### src/rtl/stick_pkg.sv
// Shared constants and quadrature helpers for the wheel sounding-trigger path.
package stick_pkg;

  localparam logic SRC_WHEEL        = 1'b0;
  localparam logic SRC_EXT          = 1'b1;
  localparam int   FILT_LEN_DEFAULT = 8;

  typedef enum logic [1:0] {
    QS_00 = 2'b00,
    QS_01 = 2'b01,
    QS_11 = 2'b11,
    QS_10 = 2'b10
  } quad_state_e;

  typedef enum logic [1:0] {
    STEP_NONE = 2'd0,
    STEP_FWD  = 2'd1,
    STEP_BWD  = 2'd2,
    STEP_ILL  = 2'd3
  } step_e;

  // Position of an {A,B} level pair along the forward cycle 00->01->11->10.
  function automatic logic [1:0] quad_phase(input logic [1:0] ab);
    logic [1:0] ph;
    case (quad_state_e'(ab))
      QS_00:   ph = 2'd0;
      QS_01:   ph = 2'd1;
      QS_11:   ph = 2'd2;
      QS_10:   ph = 2'd3;
      default: ph = 2'd0;
    endcase
    return ph;
  endfunction

  function automatic step_e quad_step(input logic [1:0] ab_old, input logic [1:0] ab_new);
    logic [1:0] diff;
    step_e      s;
    diff = quad_phase(ab_new) - quad_phase(ab_old);
    case (diff)
      2'd1:    s = STEP_FWD;
      2'd3:    s = STEP_BWD;
      2'd2:    s = STEP_ILL;
      default: s = STEP_NONE;
    endcase
    return s;
  endfunction

endpackage

### src/rtl/sig_filter.sv
// Two-flop synchronizer followed by a glitch filter: the output follows the
// input only after FILT_LEN consecutive equal synchronized samples.
module sig_filter #(
  parameter int FILT_LEN = 8
) (
  input  logic clk,
  input  logic reset,
  input  logic din,
  output logic dout
);

  localparam int CNT_W = (FILT_LEN > 1) ? $clog2(FILT_LEN) : 1;
  localparam logic [CNT_W-1:0] CNT_LAST = CNT_W'(FILT_LEN - 1);

  logic             sync1_q, sync1_d;
  logic             sync2_q, sync2_d;
  logic             filt_q, filt_d;
  logic [CNT_W-1:0] cnt_q, cnt_d;

  // Run-length count of samples that disagree with the filtered level.
  always_comb begin
    sync1_d = din;
    sync2_d = sync1_q;
    filt_d  = filt_q;
    cnt_d   = {CNT_W{1'b0}};
    if (sync2_q != filt_q) begin
      if (cnt_q == CNT_LAST) begin
        filt_d = sync2_q;
        cnt_d  = {CNT_W{1'b0}};
      end else begin
        cnt_d = cnt_q + CNT_W'(1);
      end
    end else begin
      cnt_d = {CNT_W{1'b0}};
    end
  end

  // Synchronizer, filter level and counter state.
  always_ff @(posedge clk) begin
    if (reset) begin
      sync1_q <= 1'b0;
      sync2_q <= 1'b0;
      filt_q  <= 1'b0;
      cnt_q   <= {CNT_W{1'b0}};
    end else begin
      sync1_q <= sync1_d;
      sync2_q <= sync2_d;
      filt_q  <= filt_d;
      cnt_q   <= cnt_d;
    end
  end

  assign dout = filt_q;

endmodule

### src/rtl/wheel_sync.sv
// Wheel quadrature decoder with backlash-suppressed divider producing sounding
// triggers, or pass-through of the filtered external sync, plus status outputs.
module wheel_sync
  import stick_pkg::*;
#(
  parameter int FILT_LEN = FILT_LEN_DEFAULT,
  parameter int POS_W    = 32,
  parameter int DIV_W    = 16
) (
  input  logic             sys_clk,
  input  logic             reset,
  input  logic             adp,
  input  logic             bdp,
  input  logic             sync_ext,
  input  logic             cfg_src,
  input  logic [DIV_W-1:0] cfg_div,
  input  logic             cfg_dir_inv,
  input  logic             pos_clr,
  input  logic             err_clr,
  output logic [POS_W-1:0] pos,
  output logic             dir,
  output logic             step_stb,
  output logic             sync_pulse,
  output logic [DIV_W-1:0] sync_cnt,
  output logic             err_illegal,
  output logic             err_flag
);

  logic a_filt, b_filt, ext_filt;

  sig_filter #(.FILT_LEN(FILT_LEN)) u_filt_a   (.clk(sys_clk), .reset(reset), .din(adp),      .dout(a_filt));
  sig_filter #(.FILT_LEN(FILT_LEN)) u_filt_b   (.clk(sys_clk), .reset(reset), .din(bdp),      .dout(b_filt));
  sig_filter #(.FILT_LEN(FILT_LEN)) u_filt_ext (.clk(sys_clk), .reset(reset), .din(sync_ext), .dout(ext_filt));

  logic [1:0]       ab_now;
  logic [1:0]       ab_prev_q, ab_prev_d;
  logic             init_q, init_d;
  step_e            dec_q, dec_d;
  logic             ext_prev_q, ext_prev_d;
  logic             ext_rise_q, ext_rise_d;
  logic             up_q, up_d, dn_q, dn_d, ill_q, ill_d;
  logic             ext_fire_q, ext_fire_d;
  logic [DIV_W-1:0] cfg_div_q, cfg_div_d;
  logic             cfg_src_q, cfg_src_d;
  logic [POS_W-1:0] pos_q, pos_d, pos_max_q, pos_max_d, pos_step;
  logic [DIV_W-1:0] div_cnt_q, div_cnt_d, sync_cnt_q, sync_cnt_d;
  logic             qualify, cfg_chg, wheel_on, wheel_fire;
  logic             dir_q, dir_d, step_stb_q, step_stb_d, sync_pulse_q, sync_pulse_d;
  logic             err_illegal_q, err_illegal_d, err_flag_q, err_flag_d;

  assign ab_now = {a_filt, b_filt};

  // Decode stage: the first filtered change after reset only seeds ab_prev.
  always_comb begin
    ab_prev_d  = ab_prev_q;
    init_d     = init_q;
    dec_d      = STEP_NONE;
    ext_prev_d = ext_filt;
    ext_rise_d = ext_filt & ~ext_prev_q;
    if (ab_now != ab_prev_q) begin
      ab_prev_d = ab_now;
      if (init_q) begin
        init_d = 1'b0;
      end else begin
        dec_d = quad_step(ab_prev_q, ab_now);
      end
    end else begin
      ab_prev_d = ab_prev_q;
    end
  end

  // Direction stage: apply counting inversion.
  always_comb begin
    up_d       = 1'b0;
    dn_d       = 1'b0;
    ill_d      = 1'b0;
    ext_fire_d = ext_rise_q;
    case (dec_q)
      STEP_FWD: begin
        up_d = ~cfg_dir_inv;
        dn_d = cfg_dir_inv;
      end
      STEP_BWD: begin
        up_d = cfg_dir_inv;
        dn_d = ~cfg_dir_inv;
      end
      STEP_ILL: ill_d = 1'b1;
      default:  ill_d = 1'b0;
    endcase
  end

  // Position and backlash tracking; pos_clr discards a coincident step.
  always_comb begin
    cfg_div_d  = cfg_div;
    cfg_src_d  = cfg_src;
    pos_step   = up_q ? (pos_q + POS_W'(1)) : (pos_q - POS_W'(1));
    qualify    = up_q && ($signed(pos_step) > $signed(pos_max_q));
    cfg_chg    = (cfg_div != cfg_div_q) || (cfg_src != cfg_src_q);
    wheel_on   = (cfg_src_q == SRC_WHEEL) && (cfg_div_q != {DIV_W{1'b0}});
    pos_d      = pos_q;
    pos_max_d  = pos_max_q;
    dir_d      = dir_q;
    step_stb_d = 1'b0;
    if (pos_clr) begin
      pos_d     = {POS_W{1'b0}};
      pos_max_d = {POS_W{1'b0}};
    end else if (up_q || dn_q) begin
      pos_d      = pos_step;
      dir_d      = up_q;
      step_stb_d = 1'b1;
      pos_max_d  = qualify ? pos_step : pos_max_q;
    end else begin
      pos_d = pos_q;
    end
  end

  // Divider: counts only fresh forward path, restarts on any config change.
  always_comb begin
    wheel_fire = 1'b0;
    if (pos_clr || cfg_chg) begin
      div_cnt_d = {DIV_W{1'b0}};
    end else if (qualify && wheel_on) begin
      if (div_cnt_q == (cfg_div_q - DIV_W'(1))) begin
        wheel_fire = 1'b1;
        div_cnt_d  = {DIV_W{1'b0}};
      end else begin
        div_cnt_d = div_cnt_q + DIV_W'(1);
      end
    end else begin
      div_cnt_d = div_cnt_q;
    end
  end

  // Strobe, counter and error status; a new error beats err_clr.
  always_comb begin
    sync_pulse_d  = wheel_fire | ((cfg_src_q == SRC_EXT) & ext_fire_q);
    sync_cnt_d    = sync_cnt_q + {{(DIV_W-1){1'b0}}, sync_pulse_d};
    err_illegal_d = ill_q;
    if (ill_q) begin
      err_flag_d = 1'b1;
    end else if (err_clr) begin
      err_flag_d = 1'b0;
    end else begin
      err_flag_d = err_flag_q;
    end
  end

  // All pipeline and output registers.
  always_ff @(posedge sys_clk) begin
    if (reset) begin
      ab_prev_q     <= 2'b00;
      init_q        <= 1'b1;
      dec_q         <= STEP_NONE;
      ext_prev_q    <= 1'b0;
      ext_rise_q    <= 1'b0;
      up_q          <= 1'b0;
      dn_q          <= 1'b0;
      ill_q         <= 1'b0;
      ext_fire_q    <= 1'b0;
      cfg_div_q     <= {DIV_W{1'b0}};
      cfg_src_q     <= 1'b0;
      pos_q         <= {POS_W{1'b0}};
      pos_max_q     <= {POS_W{1'b0}};
      div_cnt_q     <= {DIV_W{1'b0}};
      sync_cnt_q    <= {DIV_W{1'b0}};
      dir_q         <= 1'b0;
      step_stb_q    <= 1'b0;
      sync_pulse_q  <= 1'b0;
      err_illegal_q <= 1'b0;
      err_flag_q    <= 1'b0;
    end else begin
      ab_prev_q     <= ab_prev_d;
      init_q        <= init_d;
      dec_q         <= dec_d;
      ext_prev_q    <= ext_prev_d;
      ext_rise_q    <= ext_rise_d;
      up_q          <= up_d;
      dn_q          <= dn_d;
      ill_q         <= ill_d;
      ext_fire_q    <= ext_fire_d;
      cfg_div_q     <= cfg_div_d;
      cfg_src_q     <= cfg_src_d;
      pos_q         <= pos_d;
      pos_max_q     <= pos_max_d;
      div_cnt_q     <= div_cnt_d;
      sync_cnt_q    <= sync_cnt_d;
      dir_q         <= dir_d;
      step_stb_q    <= step_stb_d;
      sync_pulse_q  <= sync_pulse_d;
      err_illegal_q <= err_illegal_d;
      err_flag_q    <= err_flag_d;
    end
  end

  assign pos         = pos_q;
  assign dir         = dir_q;
  assign step_stb    = step_stb_q;
  assign sync_pulse  = sync_pulse_q;
  assign sync_cnt    = sync_cnt_q;
  assign err_illegal = err_illegal_q;
  assign err_flag    = err_flag_q;

endmodule

### config.mk
export PLATFORM = sky130hd
export DESIGN_NAME = wheel_sync
export DESIGN_NICKNAME = d
export VERILOG_FILES = /design/src/rtl/stick_pkg.sv /design/src/rtl/sig_filter.sv /design/src/rtl/wheel_sync.sv
export SDC_FILE = /design/constraint.sdc
export NUM_CORES = 1
export LEC_CHECK = 0
export ABC_AREA = 1
export BUFFER_PORTS_ARGS = -buffer_cell sky130_fd_sc_hd__buf_2
export CORE_UTILIZATION = 53
export DETAILED_ROUTE_END_ITERATION = 10
export PLACE_DENSITY_LB_ADDON = 0.3
export SETUP_SLACK_MARGIN = 0.3
export SKIP_LAST_GASP = 1
export SLEW_MARGIN = 15
export SYNTH_ARGS = -nofsm -noshare
export SYNTH_HDL_FRONTEND = slang
export SYNTH_SLANG_ARGS = --single-unit
### constraint.sdc
create_clock -name sys_clk -period 16.3 [get_ports sys_clk]
set_clock_uncertainty 0.05 [all_clocks]
set_input_delay 1.63 -clock sys_clk [delete_from_list [all_inputs] [get_ports sys_clk]]
set_output_delay 1.63 -clock sys_clk [all_outputs]
set_load 0.02 [all_outputs]
== Word level (Yosys, flattened, before mapping) ==
Index checks and enable logic that the tools add are counted.
Widths: inputs -> output; s select.

* Logic and storage cells: 114
* Register bits after elaboration: 147
* Output and inout bits: 53
* Input bits: 25

* Equality and inequality tests: 22
* Muxes and demuxes: 18
* Bitwise gates (word level): 11
* Reduce and logical (&&, ||, !) cells: 21
* Magnitude comparators: 1
* Add/sub/neg operators: 9

{| class="wikitable"
|+ Operators with widths
! kind !! count
|-
| $add 32x1->32 const B || 1
|-
| $gt 32x32->1 || 1
|-
| $mux 32 || 1
|-
| $sub 32x1->32 const B || 1
|-
| $add 16x1->16 || 1
|-
| $add 16x1->16 const B || 1
|-
| $eq 16x16->1 || 1
|-
| $eq 2x2->1 const B || 8
|-
| $mux 16 || 1
|-
| $ne 16x16->1 || 1
|-
| $pmux 2 s4 || 2
|-
| $reduce_bool 16->1 || 1
|-
| $sub 16x1->16 const B || 1
|-
| $reduce_or 3->1 || 4
|-
| $reduce_and 2->1 || 5
|-
| $add 3x1->3 const B || 3
|-
| $eq 3x3->1 const B || 3
|-
| $eq 2x1->1 const B || 4
|-
| $mux 2 || 4
|-
| $not 1->1 || 8
|-
| $mux 1 || 7
|-
| $pmux 2 s3 || 1
|-
| $logic_not 2->1 || 2
|-
| $ne 1x1->1 || 4
|-
| 9 further kinds || 16
|}

== Longest topological paths before layout ==
* Word-level depth: 9
* Depth in mapped cells: 41
* Depth with buffers taken out: 40

== Modules after synthesis ==
A second synthesis with hierarchy kept.

* Cell total of the unflattened synthesis: 1,373
* Area, all modules: 9,246.4 sq um

{| class="wikitable"
|+ By module, submodules not included
! module !! cells an instance !! area an instance (sq um) !! instances
|-
| wheel_sync || 1,292 || 8,567.0 || 1
|-
| sig_filter || 27 || 226.5 || 3
|}

== Least setup slack after synthesis ==
Ideal clock, no wire load.

* Path type: register to register
* From: register up_q
* To: register sync_cnt_q[14] (netlist: sync_cnt[14])
* Setup time: 0.132 ns
* Clock period less this slack: 5.319 ns
* Arrival: 5.137 ns
* Path slack: 10.981 ns
* Cell stages (with the launch flop): 37
* Required time: 16.118 ns
* Cells stage by stage: dfxtp_1 inv_1 ha_1 a21oi_1 a21boi_1 nand2_1 nand3_1 nand2_1 nand2_1 nand2_2 nand2_1 nand2_1 nand2_1 nand2_1 ha_1 nand2_1 nor2_2 and2_4 inv_2 nor2_4 a21oi_1 nand3_4 nor2_4 buf_4 nand2_1 nand2_1 ha_1 ha_1 nand2_1 nor2_1 nand3_1 nor3_2 nand3_1 nor3_1 nand2_1 o21ai_0 a21oi_1

* Cells in the longest elaborated chain, start to end: 8

{| class="wikitable"
|+ RTL lines
! element !! line !! RTL
|-
| start, declared || wheel_sync.sv:41 || <nowiki>logic up_q, up_d, dn_q, dn_d, ill_q, ill_d;</nowiki>
|-
| start signal, assigned || wheel_sync.sv:177 || <nowiki>up_q <= up_d;</nowiki>
|-
| $mux 32 || wheel_sync.sv:96 || <nowiki>pos_step = up_q ? (pos_q + POS_W'(1)) : (pos_q - POS_W'(1));</nowiki>
|-
| via pos_step[31] || wheel_sync.sv:45 || <nowiki>logic [POS_W-1:0] pos_q, pos_d, pos_max_q, pos_max_d, pos_step;</nowiki>
|-
| $gt 32x32->1 || wheel_sync.sv:97 || <nowiki>qualify = up_q && ($signed(pos_step) > $signed(pos_max_q));</nowiki>
|-
| $logic_and 1x1->1 || wheel_sync.sv:97 ||
|-
| $logic_and 1x1->1 || wheel_sync.sv:122 || <nowiki>end else if (qualify && wheel_on) begin</nowiki>
|-
| $mux 1 || wheel_sync.sv:122 ||
|-
| $mux 1 || wheel_sync.sv:120 || <nowiki>if (pos_clr || cfg_chg) begin</nowiki>
|-
| $or 1x1->1 || wheel_sync.sv:136 || <nowiki>sync_pulse_d = wheel_fire | ((cfg_src_q == SRC_EXT) & ext_fire_q);</nowiki>
|-
| via sync_pulse_d || wheel_sync.sv:48 || <nowiki>logic dir_q, dir_d, step_stb_q, step_stb_d, sync_pulse_q, sync_pulse_d;</nowiki>
|-
| $add 16x1->16 || wheel_sync.sv:137 || <nowiki>sync_cnt_d = sync_cnt_q + {{(DIV_W-1){1'b0}}, sync_pulse_d};</nowiki>
|-
| end signal, assigned || wheel_sync.sv:165 || <nowiki>sync_cnt_q <= {DIV_W{1'b0}};</nowiki>
|-
| end signal, assigned || wheel_sync.sv:186 || <nowiki>sync_cnt_q <= sync_cnt_d;</nowiki>
|-
| end, declared || wheel_sync.sv:46 || <nowiki>logic [DIV_W-1:0] div_cnt_q, div_cnt_d, sync_cnt_q, sync_cnt_d;</nowiki>
|}

The timed path passes the listed nets, and every way through them passes these cells.
A chain may end at the register's enable or synchronous reset.

== Worst setup path in the final report ==
Ends and elaborated chain as after synthesis.

==> impl_metrics.prom <==
# TYPE chip_impl_metric gauge
chip_impl_info{name="most_frequently_used_flop_master_after_synthesis",value="sky130_fd_sc_hd__dfxtp_1"} 1
chip_impl_metric{name="placement.io_buffers",unit=""} 77
chip_impl_metric{name="synth_xor_area_share",unit="%"} 4.78
chip_impl_metric{name="numCtsBuffers",unit=""} 17
chip_impl_metric{name="ant_nets",unit=""} 0
chip_impl_metric{name="fin_setup_tns",unit="ns"} 0
chip_impl_metric{name="r2r.worst_path.cells",unit=""} 35
chip_impl_metric{name="yosys_warnings",unit=""} 0
chip_impl_metric{name="met3_wirelength",unit="µm"} 997
chip_impl_metric{name="core_area",unit="µm²"} 17200
chip_impl_metric{name="cp_max_fo",unit=""} 49
chip_impl_metric{name="yosys.area_share.simple",unit="%"} 28.0
chip_impl_metric{name="start_util",unit="%"} 54.2
chip_impl_metric{name="site_rows",unit=""} 48
chip_impl_metric{name="nNetsFinal",unit=""} 1551
chip_impl_metric{name="vdd_ir_drop_max",unit="V"} 0.0000751
chip_impl_metric{name="drc",unit=""} 0
chip_impl_info{name="worst_path_max_delay_cell",value="sky130_fd_sc_hd__inv_1"} 1
chip_impl_metric{name="drt_iter0_markers",unit=""} 506
chip_impl_metric{name="track_usage",unit="%"} 24.8
chip_impl_metric{name="timing.critical_path.depth",unit=""} 35
chip_impl_metric{name="cp_slowest_stage_delay",unit="ns"} 0.79
chip_impl_metric{name="timing_worst_slew_pin_value",unit="ns"} 1.06
chip_impl_info{name="synth_top_area_cell",value="sky130_fd_sc_hd__dfxtp_1"} 1
chip_impl_info{name="leading_post_synthesis_cells_by_instance_count",value="251 x sky130_fd_sc_hd__nand2_1, 215 x sky130_fd_sc_hd__nor2_1, 212 x sky130_fd_sc_hd__inv_1"} 1
chip_impl_metric{name="met1_length",unit="µm"} 10300
chip_impl_metric{name="htree_levels",unit=""} 4
chip_impl_metric{name="via_count",unit=""} 8660
chip_impl_metric{name="ctsLongestPathBuffers",unit=""} 2
chip_impl_metric{name="area_delta_synth_final",unit="%"} 11.6
chip_impl_metric{name="detail_route.vias_per_cell",unit=""} 5.15
chip_impl_metric{name="synth_cell_types",unit=""} 50
chip_impl_metric{name="ctsHoldBuffers",unit=""} 0
chip_impl_metric{name="count_of_cells_along_the_worst_hold_path",unit=""} 1
chip_impl_metric{name="max-cap-violations",unit=""} 0
chip_impl_metric{name="final_core_utilization",unit="%"} 60.5
chip_impl_metric{name="grt_pass1_wl",unit="µm"} 36300
chip_impl_metric{name="die_area",unit="µm²"} 18200
chip_impl_metric{name="power_density",unit="nW/µm²"} 74.1
chip_impl_metric{name="place.gp.congestion",unit=""} 0.976
chip_impl_metric{name="globalRouteOverflowTotal",unit=""} 0
chip_impl_metric{name="total_leakage_power",unit="µW"} 0.00511
chip_impl_metric{name="synth-compound-area-share",unit="%"} 14.1
chip_impl_metric{name="synth_adder_area_share",unit="%"} 11.2
chip_impl_metric{name="synth_mux_area_share",unit="%"} 0
chip_impl_info{name="endpoint_kind",value="flip-flop"} 1
chip_impl_metric{name="synth_nets",unit=""} 1483
chip_impl_metric{name="number_of_global_route_vias_before_repair",unit=""} 8078
chip_impl_metric{name="worst-endpoint-arrival",unit="ns"} 7.25
chip_impl_info{name="synth_top_family_by_area",value="simple AND/OR/NAND/NOR gates"} 1
chip_impl_info{name="maxUsedRoutingLayer",value="met4"} 1
chip_impl_info{name="yosys.cell_count.top_type",value="sky130_fd_sc_hd__nand2_1"} 1
chip_impl_metric{name="max_slew_margin",unit="%"} 28.9
chip_impl_metric{name="ys_async_sr_fraction",unit="%"} 0
chip_impl_metric{name="die_height",unit="µm"} 135
chip_impl_metric{name="setup_viol",unit=""} 0
chip_impl_metric{name="synth_edf_count",unit=""} 0
chip_impl_metric{name="share_of_synthesized_area_occupied_by_flip_flops_and_latches",unit="%"} 31.5
chip_impl_info{name="rsz0062_at_grt",value="no"} 1
chip_impl_metric{name="design_area",unit="µm²"} 10400
chip_impl_metric{name="maxClockFrequency",unit="MHz"} 142
chip_impl_metric{name="dp_hpwl",unit="µm"} 16000
chip_impl_metric{name="filler_cell_count",unit=""} 1612
chip_impl_metric{name="die_width",unit="µm"} 135
chip_impl_info{name="timing.critical_path.from_type",value="flip-flop"} 1
chip_impl_metric{name="synth_cells",unit=""} 1375
chip_impl_metric{name="maxSlewViolCount",unit=""} 0
chip_impl_metric{name="grt_max_degree",unit=""} 50
chip_impl_metric{name="synthesis.area",unit="µm²"} 9340
chip_impl_info{name="cpLargestDelayFamily",value="simple AND/OR/NAND/NOR gates"} 1
chip_impl_metric{name="number_of_buffer_and_inverter_stages_on_the_critical_path",unit=""} 2
chip_impl_metric{name="tritoncts_num_sinks",unit=""} 147
chip_impl_metric{name="num_io_pins",unit=""} 78
chip_impl_info{name="timing_worst_setup_path_type",value="reg -> reg"} 1
chip_impl_metric{name="routed_wl",unit="µm"} 21300
chip_impl_metric{name="timing.final.hold_violations",unit=""} 0
chip_impl_metric{name="synth_top_area_share",unit="%"} 31.5
chip_impl_metric{name="period_minus_slack",unit="ns"} 7.02
chip_impl_metric{name="number_of_post_cts_setup_repair_buffers",unit=""} 0
chip_impl_metric{name="postCtsResizedCells",unit=""} 0
chip_impl_metric{name="first_drt_pass_iteration_count",unit=""} 5
chip_impl_info{name="crit_path_frequent_cell",value="sky130_fd_sc_hd__nand2_1"} 1
chip_impl_metric{name="clk-insertion-delay-late",unit="ns"} 0.44
chip_impl_info{name="yosys-top-cells-area",value="sky130_fd_sc_hd__dfxtp_1 32%, sky130_fd_sc_hd__ha_1 11%, sky130_fd_sc_hd__nand2_1 10%, sky130_fd_sc_hd__nor2_1 8.6%, sky130_fd_sc_hd__inv_1 8.5%"} 1
chip_impl_metric{name="drt-wirelength-per-cell",unit="µm"} 12.7
chip_impl_metric{name="final_layout_size_suffix_gt1_share",unit="%"} 10.2
chip_impl_metric{name="crit_required",unit="ns"} 16.53
chip_impl_metric{name="placement.cell_area",unit="µm²"} 9870
chip_impl_metric{name="worst_setup_hold_path_clk_slew",unit="ns"} 0.07
chip_impl_info{name="clockRootBuffer",value="sky130_fd_sc_hd__clkbuf_16"} 1
chip_impl_metric{name="postSynthRegisterBits",unit=""} 147
chip_impl_metric{name="period_share",unit="%"} 43.1
chip_impl_metric{name="grt_antenna_before_repair",unit=""} 1
chip_impl_metric{name="met2RoutedLength",unit="µm"} 9710
chip_impl_info{name="run_status",value="finished clean"} 1
chip_impl_info{name="tritoncts_clock_tree",value="built"} 1
chip_impl_metric{name="syn_area_per_cell",unit="µm²"} 6.79
chip_impl_info{name="holdCritPathClass",value="reg -> reg"} 1
-- registers in the layout, indices dropped and copies added (netlist names), 2 cells and up --
register          count
dec_q                 2
pos                  32
u_filt_b.cnt_q        3
u_filt_a.cnt_q        3
u_filt_ext.cnt_q      3
sync_cnt             16
cfg_div_q            16
pos_max_q            32
ab_prev_q             2
div_cnt_q            16
-- power breakdown --
| part | internal, µW | switching [µW] |
|---|---|---|
| clock | 198 | 170 |
| sequential | 362 | 3.72 |
| combinational | 13.7 | 23.9 |
-- area by class of cell --
class	instances	area [µm²]	share of cell area, %
Antenna cell	1	2.50	0.0240
Clock buffer	17	425	4.08
Clock inverter	14	120	1.15
Inverter	219	822	7.89
Multi-Input combinational cell	979	5430	52.1
Sequential cell	147	2940	28.2
Tap cell	225	282	2.70
Timing Repair Buffer	79	400	3.84
-- layer usage --
layer / GRT usage, % / vias up
met5: 0 / -
met4: 7.24 / 0
met3: 4.95 / 32
met2: 41.3 / 199
met1: 32.3 / 3874
li1: - / 4555
-- cell families after synthesis --
family                     Yosys count
AOI/OAI and AO/OA                  243
xor gates and xnor gates            51
adders and majority gates           83
buffers and inverters              249
DFF                                147
and+or+nand+nor                    602
-- path summary, 6_finish.rpt --
check	from	slack, ns	to
setup / recovery	up_q$_SDFF_PP0_	9.28	sync_cnt[14]$_SDFF_PP0_
hold / removal	ext_prev_q$_SDFF_PP0_	0.35	ext_fire_d$_SDFF_PP0_
setup reg to reg	up_q$_SDFF_PP0_	9.28	sync_cnt[14]$_SDFF_PP0_
hold reg to reg	ext_prev_q$_SDFF_PP0_	0.35	ext_fire_d$_SDFF_PP0_
-- per-stage QoR --
step,total power (µW),setup slack (ns),instances,hold slack (ns)
detailed placement,412,9.18,1649,0.340
floorplan,401,10.98,1375,0.323
finish,772,9.28,1681,0.347
global route,799,8.35,1680,0.369
global placement,411,9.37,1649,0.329
CTS,777,9.16,1680,0.349
-- placed cells by master (no fill, tap or decap), types with 19 or more instances in the layout --
cell,count
sky130_fd_sc_hd__ha_1,82
sky130_fd_sc_hd__xnor2_1,20
sky130_fd_sc_hd__nand3_1,51
sky130_fd_sc_hd__nor2_1,213
sky130_fd_sc_hd__nand2_1,251
sky130_fd_sc_hd__dfxtp_1,147
sky130_fd_sc_hd__o21ai_0,89
sky130_fd_sc_hd__xor2_1,31
sky130_fd_sc_hd__buf_2,77
sky130_fd_sc_hd__a21oi_1,108
sky130_fd_sc_hd__inv_1,212
sky130_fd_sc_hd__nor3_1,19
Note: power is estimated with default switching activity, not from simulation.
